===== config.mk =====
export PLATFORM = sky130hd
export DESIGN_NAME = inst_prefetch_queue
export DESIGN_NICKNAME = d
export VERILOG_FILES = /design/src/rtl/ipq_pkg.sv /design/src/rtl/sync_fifo.sv /design/src/rtl/inst_prefetch_queue.sv
export SDC_FILE = /design/constraint.sdc
export NUM_CORES = 1
export LEC_CHECK = 0
export BUFFER_PORTS_ARGS = -buffer_cell sky130_fd_sc_hd__buf_2
export CORE_UTILIZATION = 60
export DETAILED_ROUTE_END_ITERATION = 7
export PLACE_DENSITY = 0.81
export RECOVER_POWER = 50
export REMOVE_ABC_BUFFERS = 1
export SYNTH_ARGS = -nofsm -noshare
export SYNTH_HDL_FRONTEND = slang
export SYNTH_SLANG_ARGS = --single-unit

===== constraint.sdc =====
create_clock -name clk -period 5.4 [get_ports clk]
set_clock_uncertainty 0.05 [all_clocks]
set_input_delay 0 -clock clk [delete_from_list [all_inputs] [get_ports clk]]
set_output_delay 0 -clock clk [all_outputs]
set_load 0.01 [all_outputs]

===== src/rtl/ipq_pkg.sv =====
// rtl/ipq_pkg.sv - shared types and constants for the instruction prefetch queue
//
// Purpose : fetch FSM state encoding, reset PC, PC increment and the default
//           queue depth used by inst_prefetch_queue and its testbench.
// Ports   : none (package).
package ipq_pkg;

   typedef enum logic [1:0] {
      IDLE = 2'd0,   // no request outstanding
      REQ  = 2'd1,   // request outstanding, response will be kept
      DROP = 2'd2    // request outstanding, response will be discarded
   } ipq_state_e;

   localparam int PC_RESET      = 0;
   localparam int PC_STEP       = 4;
   localparam int DEFAULT_DEPTH = 4;

endpackage


===== src/rtl/sync_fifo.sv =====
// rtl/sync_fifo.sv - synchronous circular-buffer FIFO with clear
//
// Purpose : DEPTH-entry queue (DEPTH a power of two). The head entry is read
//           straight from storage, so rdata_o is a registered value. Storage
//           is zeroed on reset so the head is never X.
// Ports   : clk, rst (sync, active-high)
//           clear_i   - drop all entries (wins over push/pop)
//           push_i    - write wdata_i at the tail
//           pop_i     - advance the head (ignored when empty)
//           wdata_i   - tail data
//           rdata_o   - head data
//           full_o / empty_o / count_o - occupancy
module sync_fifo #(
   parameter  int WIDTH = 64,
   parameter  int DEPTH = 4,
   localparam int PTR_W = $clog2(DEPTH),
   localparam int CNT_W = $clog2(DEPTH + 1)
) (
   input  logic             clk,
   input  logic             rst,
   input  logic             clear_i,
   input  logic             push_i,
   input  logic             pop_i,
   input  logic [WIDTH-1:0] wdata_i,
   output logic [WIDTH-1:0] rdata_o,
   output logic             full_o,
   output logic             empty_o,
   output logic [CNT_W-1:0] count_o
);

   logic [WIDTH-1:0] mem_q [DEPTH];
   logic [PTR_W-1:0] wr_ptr_q;
   logic [PTR_W-1:0] rd_ptr_q;
   logic [CNT_W-1:0] count_q;
   logic             pop_eff;

   assign empty_o = (count_q == '0);
   assign full_o  = (count_q == CNT_W'(DEPTH));
   assign count_o = count_q;
   assign rdata_o = mem_q[rd_ptr_q];
   assign pop_eff = pop_i && !empty_o;

   // Pointers wrap naturally because DEPTH is a power of two.
   always_ff @(posedge clk) begin
      if (rst || clear_i) begin
         wr_ptr_q <= '0;
         rd_ptr_q <= '0;
         count_q  <= '0;
      end else begin
         if (push_i)  wr_ptr_q <= wr_ptr_q + PTR_W'(1);
         if (pop_eff) rd_ptr_q <= rd_ptr_q + PTR_W'(1);
         count_q <= count_q + CNT_W'(push_i) - CNT_W'(pop_eff);
      end
   end

   always_ff @(posedge clk) begin
      if (rst) begin
         for (int i = 0; i < DEPTH; i++) mem_q[i] <= '0;
      end else if (push_i && !clear_i) begin
         mem_q[wr_ptr_q] <= wdata_i;
      end
   end

   // The producer gates its requests on occupancy; a push into a full
   // queue means that gating is broken.
   always_ff @(posedge clk) begin
      if (!rst && !clear_i) assert (!(push_i && full_o));
   end

endmodule


===== src/rtl/inst_prefetch_queue.sv =====
// rtl/inst_prefetch_queue.sv - instruction prefetch stage with redirect flush
//
// Purpose : owns the fetch PC, issues word fetches with a req/ack handshake
//           that tolerates any memory latency, and queues {inst, pc+4} for
//           the IF/ID register. A redirect flushes the queue; a response
//           still in flight at redirect time is waited for and discarded.
// Option  : IPQ_PERF_EN adds perf_fetch_cnt / perf_drop_cnt (saturating).
// Ports   : clk, rst (sync, active-high)
//           redirect, redirect_pc      - flush and restart from ID
//           mem_req, mem_addr          - fetch request (held until ack)
//           mem_ack, mem_rdata         - fetch response
//           out_valid, out_inst,
//           out_pc_plus4, out_ready    - queue head towards IF/ID
//           perf_fetch_cnt,
//           perf_drop_cnt              - accepted / discarded acks (option)
module inst_prefetch_queue
   import ipq_pkg::*;
#(
   parameter int DEPTH  = DEFAULT_DEPTH,
   parameter int ADDR_W = 32,
   parameter int DATA_W = 32
) (
   input  logic              clk,
   input  logic              rst,
   input  logic              redirect,
   input  logic [ADDR_W-1:0] redirect_pc,
   output logic              mem_req,
   output logic [ADDR_W-1:0] mem_addr,
   input  logic              mem_ack,
   input  logic [DATA_W-1:0] mem_rdata,
   output logic              out_valid,
   output logic [DATA_W-1:0] out_inst,
   output logic [ADDR_W-1:0] out_pc_plus4,
   input  logic              out_ready
`ifdef IPQ_PERF_EN
   ,
   output logic [15:0]       perf_fetch_cnt,
   output logic [15:0]       perf_drop_cnt
`endif
);

   localparam int CNT_W = $clog2(DEPTH + 1);
   localparam int FW    = ADDR_W + DATA_W;

   ipq_state_e        state_q, state_d;
   logic [ADDR_W-1:0] fetch_pc_q, fetch_pc_d;
   logic [ADDR_W-1:0] drop_addr_q, drop_addr_d;

   logic              push;
   logic              pop;
   logic              ack_drop;
   logic              empty;
   logic              unused_full;
   logic [CNT_W-1:0]  count;
   logic [CNT_W-1:0]  count_next;
   logic [FW-1:0]     head;

   // Only a response to a request that is still wanted is queued.
   assign push       = (state_q == REQ) && mem_ack && !redirect;
   assign pop        = out_valid && out_ready && !redirect;
   assign count_next = redirect ? '0 : count + CNT_W'(push) - CNT_W'(pop);

   always_comb begin
      state_d     = state_q;
      fetch_pc_d  = fetch_pc_q;
      drop_addr_d = drop_addr_q;
      ack_drop    = 1'b0;
      case (state_q)
         IDLE: begin
            if (!redirect && (count_next < CNT_W'(DEPTH))) state_d = REQ;
         end
         REQ: begin
            if (redirect) begin
               if (mem_ack) begin
                  ack_drop = 1'b1;
                  state_d  = IDLE;
               end else begin
                  // Memory still owes us this word; keep its address on
                  // the bus until it arrives.
                  drop_addr_d = fetch_pc_q;
                  state_d     = DROP;
               end
            end else if (mem_ack) begin
               fetch_pc_d = fetch_pc_q + ADDR_W'(PC_STEP);
               if (count_next >= CNT_W'(DEPTH)) state_d = IDLE;
            end
         end
         DROP: begin
            if (mem_ack) begin
               ack_drop = 1'b1;
               state_d  = IDLE;
            end
         end
         default: state_d = IDLE;
      endcase
      if (redirect) fetch_pc_d = redirect_pc;
   end

   always_ff @(posedge clk) begin
      if (rst) begin
         state_q     <= IDLE;
         fetch_pc_q  <= ADDR_W'(PC_RESET);
         drop_addr_q <= ADDR_W'(PC_RESET);
      end else begin
         state_q     <= state_d;
         fetch_pc_q  <= fetch_pc_d;
         drop_addr_q <= drop_addr_d;
      end
   end

   assign mem_req  = (state_q == REQ) || (state_q == DROP);
   assign mem_addr = (state_q == DROP) ? drop_addr_q : fetch_pc_q;

   sync_fifo #(
      .WIDTH (FW),
      .DEPTH (DEPTH)
   ) u_fifo (
      .clk     (clk),
      .rst     (rst),
      .clear_i (redirect),
      .push_i  (push),
      .pop_i   (pop),
      .wdata_i ({mem_rdata, fetch_pc_q + ADDR_W'(PC_STEP)}),
      .rdata_o (head),
      .full_o  (unused_full),
      .empty_o (empty),
      .count_o (count)
   );

   assign out_valid    = !empty;
   assign out_inst     = head[FW-1:ADDR_W];
   assign out_pc_plus4 = head[ADDR_W-1:0];

`ifdef IPQ_PERF_EN
   logic [15:0] fetch_cnt_q;
   logic [15:0] drop_cnt_q;

   // Counters survive redirects; only reset clears them.
   always_ff @(posedge clk) begin
      if (rst) begin
         fetch_cnt_q <= '0;
         drop_cnt_q  <= '0;
      end else begin
         if (push && (fetch_cnt_q != 16'hFFFF))    fetch_cnt_q <= fetch_cnt_q + 16'd1;
         if (ack_drop && (drop_cnt_q != 16'hFFFF)) drop_cnt_q  <= drop_cnt_q + 16'd1;
      end
   end

   assign perf_fetch_cnt = fetch_cnt_q;
   assign perf_drop_cnt  = drop_cnt_q;
`else
   // Without counters the drop strobe has no consumer.
   logic unused_ack_drop;
   assign unused_ack_drop = ack_drop;
`endif

endmodule


=== Word level (Yosys, flattened, before mapping) ===
Memory sizes are Yosys's and may differ from the RTL's. A register that Yosys moved wholly into a read port is not among the register bits.
Cells that the tools add are included.

* Bits in registers: 73
* Bits in writable memories: 256
* Input port bits: 69
* Output and inout port bits: 98
* Word-level logic and storage cells: 63
* Memories kept: 1

* $add $sub $neg: 6
* Magnitude comparators: 2
* Eq/ne operators: 6
* Mux-type cells: 22
* Bitwise logic cells: 1
* Reductions and logical operators: 19

{| class="wikitable"
|+ Memories
! memory !! words !! width !! read ports !! clocked after Yosys merged registers in !! wr ports !! RTL line !! source
|-
| u_fifo.mem_q || 4 || 64 || 1 || 1 || 4 || sync_fifo.sv:31 || <nowiki>logic [WIDTH-1:0] mem_q [DEPTH];</nowiki>
|}

{| class="wikitable"
|+ Operator list
! cell !! number
|-
| 32-bit 2-to-1 mux || 4
|-
| 64-bit 2-to-1 mux || 1
|-
| 64-bit OR reduction || 1
|-
| 32-bit by 3-bit adder with 32-bit output, second input constant || 1
|-
| 2-bit 2-to-1 mux || 9
|-
| 1-bit logical AND || 7
|-
| 1-bit 2-to-1 mux || 6
|-
| 2-bit one-hot mux with 3 select lines || 1
|-
| 3-bit by 1-bit subtractor with 3-bit output || 2
|-
| 2-bit by 1-bit adder with 2-bit output, second input constant || 2
|-
| 2-bit inequality test, second input constant || 2
|-
| 4-bit AND reduction || 1
|-
| 2-bit nonzero test || 2
|-
| 3-bit by 1-bit adder with 3-bit output || 1
|-
| 3-bit greater-or-equal comparator, second input constant || 1
|-
| 3-bit logical NOT || 1
|-
| 3-bit less-than comparator, second input constant || 1
|-
| 3-bit 2-to-1 mux || 1
|-
| 3-bit by 2-bit inequality test with 1-bit output, second input constant || 1
|-
| 3-bit inequality test, second input constant || 1
|-
| 3-bit AND reduction || 1
|-
| 2-bit by 1-bit == test with 1-bit output, second input constant || 1
|-
| 2-bit == test, second input constant || 1
|-
| 1-bit logical NOT || 2
|-
| other kinds (4) || 5
|}

=== Depth between registers and ports, before layout ===
Gate-level depths: netlist of run 1.

* Word-level depth: 11
* Depth in mapped cells: 13
* Gate-level depth less buffers: 11

=== Modules after synthesis ===
From an unflattened synthesis of run 1, not the netlist that was laid out.

* Cells, all modules: 1259
* Area total of the unflattened synthesis: 16154.2 sq um

{| class="wikitable"
|+ By module, submodules not included
! module !! instances !! cells an instance !! area an instance (sq um) !! seq. area each (sq um)
|-
| sync_fifo || 1 || 755 || 12080.3 || 7867.5
|-
| inst_prefetch_queue || 1 || 504 || 4073.9 || 1321.3
|}

=== Least setup slack after synthesis of run 1 ===
No wires, ideal clock.

* Path kind: register to register
* Start point: reg state_q[1]
* End point: mem u_fifo.mem_q[0][0] (enable)
* Library setup time: 432 ps
* Arrival time: 2832 ps
* Data required time: 4918 ps
* Setup slack: 2086 ps
* Stages on the path, launching flop included: 7
* Path buffers: 0
* Period minus slack after synthesis: 3314 ps
* Path through: dfxtp_1 inv_1 ha_1 nand2_1 or2_2 or3_1 nand2b_1

{| class="wikitable"
|+ RTL lines
! what !! RTL line !! source
|-
| start, declared || inst_prefetch_queue.sv:45 || <nowiki>ipq_state_e state_q, state_d;</nowiki>
|-
| start signal, assigned || inst_prefetch_queue.sv:105 || <nowiki>state_q <= state_d;</nowiki>
|-
| end, declared || sync_fifo.sv:31 ||
|}

==> run_results.csv, run 1 <==
group,metric,value,unit
clocking,cts_sinks,331,
clocking,cts_buffer_depth,3,
cells_and_area,fillerInstances,1630,
clocking,clk_pin_slew,0.06,ns
floorplan,io_pins,167,
timing,period_share,0.743,
global_route,grtUsageMet1,0.347,
floorplan,core-area,24200,µm²
cells_and_area,finish.instance_area,17500,µm²
global_route,grt_use_met3,0.0495,
floorplan,die_height,159,µm
timing,fmax,249,MHz
worst_setup_path,slowest_delay,2.07,ns
clocking,clock_latency,0.52,ns
cells_and_area,drive_above_1_share,0.202,
detailed_routing,routed_wl,34100,µm
timing,setup_viol,0,
worst_setup_path,cp-start-kind,"input pin",
synthesis,syn_area,14800,µm²
detailed_routing,drc,0,
synthesis,yosys_warnings,0,
clocking,h-tree-depth,2,
timing,finalCriticalPeriod,4.01,ns
power_and_ir_drop,p_leak,0.00638,µW
run_status,status,"complete, but fails checks",
timing,rsz0062_at_grt,"no",
global_route,grt_pass1_vias,9917,
worst_setup_path,slowest_stage,"clkbuf_1",
worst_setup_path,worst-path-stages,4,
synthesis,synth_top_area_frac,0.519,
synthesis,ys_top_cells_by_area,"edfxtp_1, dfxtp_1, mux4_2",
clocking,cts_made_buffers,35,
global_route,use_met2,0.460,
worst_setup_path,path_buf_inv,3,
floorplan,num_rows,57,
clocking,cts_root_buf,"clkbuf_16",
detailed_routing,via_per_inst,5.78,
worst_setup_path,critical-path-top-delay-family,"buffers and inverters",
worst_setup_path,reg2reg_slack,1.99,ns
timing,hold_viol_final,0,
timing,relSlewSlack,-0.923,
timing,slew_violations,125,
cells_and_area,area_growth,18.2,%
placement,placed_cells,1595,
global_route,overflow,0,
worst_setup_path,critPathMaxFanout,64,
detailed_routing,wl_per_cell,19.7,µm
global_route,grt_pass1_wl,52500,µm
placement,place_area,15700,µm²
placement,hpwl,19400,µm
synthesis,synth_edf_count,256,
global_route,grt_antenna_before_repair,0,
floorplan,dieArea,25300,µm²
cells_and_area,final-instance-count-excl-fill,1734,
global_route,grt_max_degree,65,
worst_setup_path,crit_chain,"dlygate4sd3_1, buf_2, clkbuf_1, nand2b_4",
placement,gp_congestion,0.817,
synthesis,yosys.area.top_type,"edfxtp_1",
run_status,violations,"max-capacitance violations, max-slew violations",
synthesis,async_flop_share,0,
floorplan,start_util,0.611,
clocking,cts_resized,0,
power_and_ir_drop,power,5700,µW
run,maxCapViolCount,3,
global_route,grt.busiest_layer,"met2",
worst_setup_path,endpoint,"u_fifo.mem_q[2][15]",
min_path,worstHoldPathType,"in -> reg",
worst_setup_path,critPathRequiredTime,5.49,ns
cells_and_area,nNetsFinal,1460,
worst_setup_path,endpoint_kind,"register",
placement,io_buffers,166,
synthesis,synth_flop_cell,"edfxtp_1",
detailed_routing,drt_pass1_iterations,7,
worst_setup_path,crit_type,"in -> reg",
worst_setup_path,timing.rr.start,"state_q[1]",
cells_and_area,num_antenna_cells,0,
detailed_routing,drt_iter0_drc,756,
synthesis,seq_area_frac_synth,0.621,
worst_setup_path,startpoint,"rst",
synthesis,ys_types,52,
synthesis,syn_area_per_cell,12.4,µm²
timing,finalSetupTns,0,ns
worst_setup_path,reg2regPathDepth,7,
power_and_ir_drop,powerDensity,326,nW/µm²
synthesis,synth_seq_cells,331,
floorplan,dieWidth,159,µm
power_and_ir_drop,peakVddDrop,228,µV
synthesis,syn_inst,1191,
detailed_routing,num_vias,10026,
clocking,cts_setup_buffers,0,
worst_setup_path,worst_r2r_endpoint,"u_fifo.mem_q[0][26]",
detailed_routing,ant_nets,0,
timing,worst_pin_slew,2.88,ns
global_route,groute.usage.overall,0.268,
worst_setup_path,worstPathArrival,4.10,ns
clocking,cts_tree,"done",
==> registers in the layout, summed over array words and instances (netlist names), named ones only <==
signal           flops
drop_addr_q         32
fetch_pc_q          32
state_q              2
u_fifo.count_o       3
u_fifo.mem_q       256
u_fifo.rd_ptr_q      2
u_fifo.wr_ptr_q      2
==> synthesized netlist by cell type, types with 2 or more instances <==
cell type / n
edfxtp_1: 256
nor2_1: 253
nand2_1: 125
dfxtp_1: 75
mux4_2: 64
clkbuf_1: 63
inv_1: 46
a21oi_1: 45
xnor2_1: 38
mux2_2: 31
nor3_1: 21
buf_2: 16
xor2_1: 16
a211oi_1: 15
and3_1: 11
buf_1: 9
nand3_1: 9
nand4_1: 9
ha_1: 8
nand2b_1: 8
or3_1: 8
nor4_1: 6
nor4_4: 5
o21ai_0: 5
buf_6: 4
o22ai_1: 4
or2_2: 4
and2_1: 3
buf_4: 3
mux2i_1: 3
a31o_2: 2
and4_1: 2
clkbuf_2: 2
nand4_2: 2
nor4_2: 2
o31ai_1: 2
==> cell usage in the layout, fill, tap and decap left out, drive strengths merged, types with 4 or more instances in the layout <==
cell,instances
a21oi,45
nand2,126
edfxtp,256
mux4,64
dfxtp,75
buf,115
or2,4
and3,11
nand4,11
nand3,10
xnor2,38
nor4,13
clkinv,9
xor2,16
inv,49
nor3,22
ha,8
o21ai,5
dlygate4sd3,75
clkbuf,110
nor2,253
nand2b,8
a211oi,16
mux2,31
or3,8
o22ai,4
==> kinds of logic after synthesis <==
logic type	share of synthesized area
AND/OR/NAND/NOR	0.145
buffers and inverters	0.0406
flip-flops	0.621
AO/OA/AOI/OAI	0.0325
multiplexers	0.123
XOR/XNOR	0.0319
adder cells (fa/ha/maj)	0.00676
==> what timing repair did <==
| action | CTS | global route |
|---|---|---|
| hold buffers | 75 | 0 |
| endpoints found under the hold margin | 169 | 0 |
| setup endpoints to repair | 0 | 0 |
==> worst register-to-register path: cells and delay by family, from the launching register on <==
kind,cells,cell delay (ns)
buf+inv,2,0.35
simple gates,4,2.01
fa+ha+maj,1,0.25
flops,1,0.31
==> power by group <==
group	switching, µW	internal [µW]
Sequential	65.4	2840
Combinational	267	181
Clock	970	1370
==> routing by layer <==
layer  part of all wire  vias to the layer above  wire [µm]
met5                  0                        -          0
met4              0.024                        0        830
met3              0.080                       67       2720
met2               0.51                      472      17200
met1               0.39                     4888      13300
li1                   -                     4599          -
==> area by class of cell <==
class / instances / area, µm² / area share
flip-flops and latches: 331 / 9190 / 0.525
multi-input cells: 717 / 5030 / 0.287
clock inverters: 16 / 144 / 0.00822
clock buffers: 48 / 976 / 0.0558
well taps: 324 / 405 / 0.0232
repair buffers: 252 / 1580 / 0.0902
inverters: 46 / 173 / 0.00987
==> how the worst min path moves through the flow <==
stage              startpoint        endpoint  cells past startpoint
2_1_floorplan             rst  fetch_pc_q[27]                      1
3_3_place_gp   redirect_pc[5]   fetch_pc_q[5]                      3
6_report             redirect   fetch_pc_q[0]                      3
3_5_place_dp   redirect_pc[5]   fetch_pc_q[5]                      3
4_1_cts              redirect   fetch_pc_q[0]                      3
5_1_grt              redirect   fetch_pc_q[0]                      3
==> stage by stage <==
stage	util	hold WS (ns)	setup WS, ns
finish	0.722	0.0200	1.39
global route	0.722	0.0264	1.16
CTS	0.727	0.00211	1.98
detailed placement	0.649	0.191	1.97
global placement	0.649	0.186	2.04
floorplan	-	0.0146	0.142
No activity file was read; power rests on OpenSTA's default activity.
==> run 2: changes to the inputs <==
- ABC_AREA: unset -> 1
- CORE_UTILIZATION: 60 -> 59
- PLACE_DENSITY: 0.81 -> 0.8
- clock period: 5.4 -> 3.8 ns (I/O delays scaled with it)
==> run_results.csv, run 2 <==
group,metric,value,unit
synthesis,synth_edf_count,256,
worst_setup_path,critPathRequiredTime,3.93,ns
timing,hold_viol_final,0,
placement,placed_cells,2025,
detailed_routing,routed_wl,38200,µm
detailed_routing,drc,0,
timing,slew_violations,81,
floorplan,io_pins,167,
detailed_routing,via_per_inst,5.66,
cells_and_area,num_antenna_cells,0,
timing,timing.hold.ws,0.0485,ns
floorplan,num_rows,57,
global_route,grt_antenna_before_repair,0,
clocking,clock_latency,0.51,ns
global_route,overflow,0,
worst_setup_path,crit_type,"reg -> reg",
detailed_routing,ant_nets,0,
clocking,cts_root_buf,"clkbuf_16",
synthesis,synth_top_area_frac,0.516,
timing,worst_pin_slew,1.69,ns
clocking,cts_tree,"done",
cells_and_area,reg.largest.list,"u_fifo.mem_q: 256 flops, drop_addr_q: 32 flops, fetch_pc_q: 32 flops",
cells_and_area,most-common-layout-cells,"nor2_1, edfxtp_1, nand2_1",
synthesis,ys_types,33,
timing,relSlewSlack,-0.131,
floorplan,core-area,24500,µm²
synthesis,syn_inst,1610,
run_status,status,"complete, but fails checks",
clocking,h-tree-depth,2,
cells_and_area,area_growth,19.2,%
floorplan,dieArea,25900,µm²
global_route,groute.usage.overall,0.296,
cells_and_area,largest_reg_flops,256,
cells_and_area,regArea,9190,µm²
cells_and_area,nNetsFinal,1906,
run,maxCapViolCount,2,
run_status,violations,"max-capacitance violations, max-slew violations",
synthesis,async_flop_share,0,
synthesis,ys_top_cells_by_area,"edfxtp_1, dfxtp_1, nor2_1",
timing,setup_viol,0,
placement,io_buffers,166,
clocking,cts_setup_buffers,0,
timing,fmax,315,MHz
cells_and_area,mostFrequentLayoutCell,"nor2_1",
floorplan,start_util,0.608,
clocking,cts_sinks,331,
cells_and_area,final-instance-count-excl-fill,2176,
timing,rsz0062_at_grt,"no",
synthesis,synth_common_cells,"nor2_1, edfxtp_1, nand2_1, o21ai_0, inv_1",
timing,finalSetupTns,0,ns
synthesis,synth_most_common_cell,"nor2_1",
floorplan,dieWidth,161,µm
clocking,cts_buffer_depth,3,
power_and_ir_drop,p_leak,0.00708,µW
worst_setup_path,worstPathArrival,3.30,ns
synthesis,yosys.area.top_type,"edfxtp_1",
global_route,grt_pass1_vias,12076,
placement,gp_congestion,0.939,
cells_and_area,top_register,"u_fifo.mem_q",
global_route,grt_max_degree,101,
synthesis,syn_area_per_cell,9.26,µm²
timing,finalCriticalPeriod,3.17,ns
placement,place_ws,1.02,ns
floorplan,die_height,161,µm
synthesis,yosys_warnings,0,
worst_setup_path,endpoint_kind,"register",
placement,hpwl,22400,µm
synthesis,syn_area,14900,µm²
clocking,cts_made_buffers,36,
timing,fin_ws,0.628,ns
cells_and_area,fillerInstances,1827,
synthesis,seq_area_frac_synth,0.616,
cells_and_area,drive_above_1_share,0.113,
clocking,clk_pin_slew,0.06,ns
detailed_routing,wl_per_cell,17.5,µm
synthesis,synth_flop_cell,"edfxtp_1",
synthesis,synth_seq_cells,331,
detailed_routing,num_vias,12316,
power_and_ir_drop,powerDensity,471,nW/µm²
worst_setup_path,cp-start-kind,"register",
worst_setup_path,critPathMaxFanout,54,
min_path,worstHoldPathType,"in -> reg",
detailed_routing,drt_iter0_drc,1345,
power_and_ir_drop,peakVddDrop,303,µV
cells_and_area,multi_input_area,4740,µm²
timing,period_share,0.835,
detailed_routing,drt_pass1_iterations,5,
global_route,grt_pass1_wl,60500,µm
[run 2: changes by cell type after synthesis, sizes merged, moves of 16 or more]
cell,before,now
o21ai,5,225
nor2,253,402
xnor2,38,1
inv,46,128
nand2,126,234
o22ai,4,64
a211oi,16,0
mux4,64,0
mux2,31,0
[run 2: logic make-up after synthesis]
kind of cell               after synthesis  synth area share
DFF                                    331             0.616
AOI/OAI and AO/OA                      354             0.125
adders and majority gates                8           0.00671
buffers and inverters                  225            0.0616
and+or+nand+nor                        681             0.184
xor gates and xnor gates                11           0.00646
[run 2: path summary, 6_finish.rpt]
check,to,slack (ns),cells after the start,startpoint
max,u_fifo.mem_q[3][58],0.63,8,state_q[1]
max reg2reg,u_fifo.mem_q[3][58],0.63,8,state_q[1]
min reg2reg,register,0.42,2,u_fifo.rd_ptr_q[1]
min,fetch_pc_q[11],0.05,5,redirect
[run 2: per-stage QoR]
stage / total power (µW) / util / area, µm²
final: 8370 / 0.724 / 17800
after CTS: 8400 / 0.731 / 17900
after floorplan: 4770 / - / 14500
after global placement: 5110 / 0.650 / 15900
after global routing: 8640 / 0.724 / 17800
after detailed placement: 5140 / 0.650 / 15900
[run 2: power by group]
part           total [µW]  switching (µW)  internal, µW
logic                 944             637           306
clock network        3230            1370          1870
registers            4190            95.8          4100
total                8370            2100          6270
[run 2: worst max-delay path, stage by stage (launching register included)]
cell	delay, ns
dfxtp_1	0.32
inv_1	0.08
ha_1	0.18
nand2_1	0.19
nor2_1	0.19
buf_4	0.31
nand2_1	0.17
o21ai_1	0.91
buf_12	0.41
[run 2: routing by layer]
metal	vias up	wire length [µm]	GRT usage	part of all wire
met5	-	0	0	0
met3	67	3260	0.0395	0.086
met4	0	804	0.0875	0.021
li1	5839	-	-	-
met1	5801	15500	0.391	0.41
met2	609	18600	0.510	0.49
[run 2: repair_timing]
item / in CTS / in global routing
endpoints found under the hold margin: 189 / 0
hold buffers: 90 / 0
resized for setup: 0 / 0
[run 2: final cells by class]
cell class / instances / area share
Clock buffer: 45 / 0.0544
Inverter: 132 / 0.0281
Multi-Input combinational cell: 1054 / 0.267
Clock inverter: 16 / 0.00620
Sequential cell: 331 / 0.517
Tap cell: 324 / 0.0228
Timing Repair Buffer: 274 / 0.104
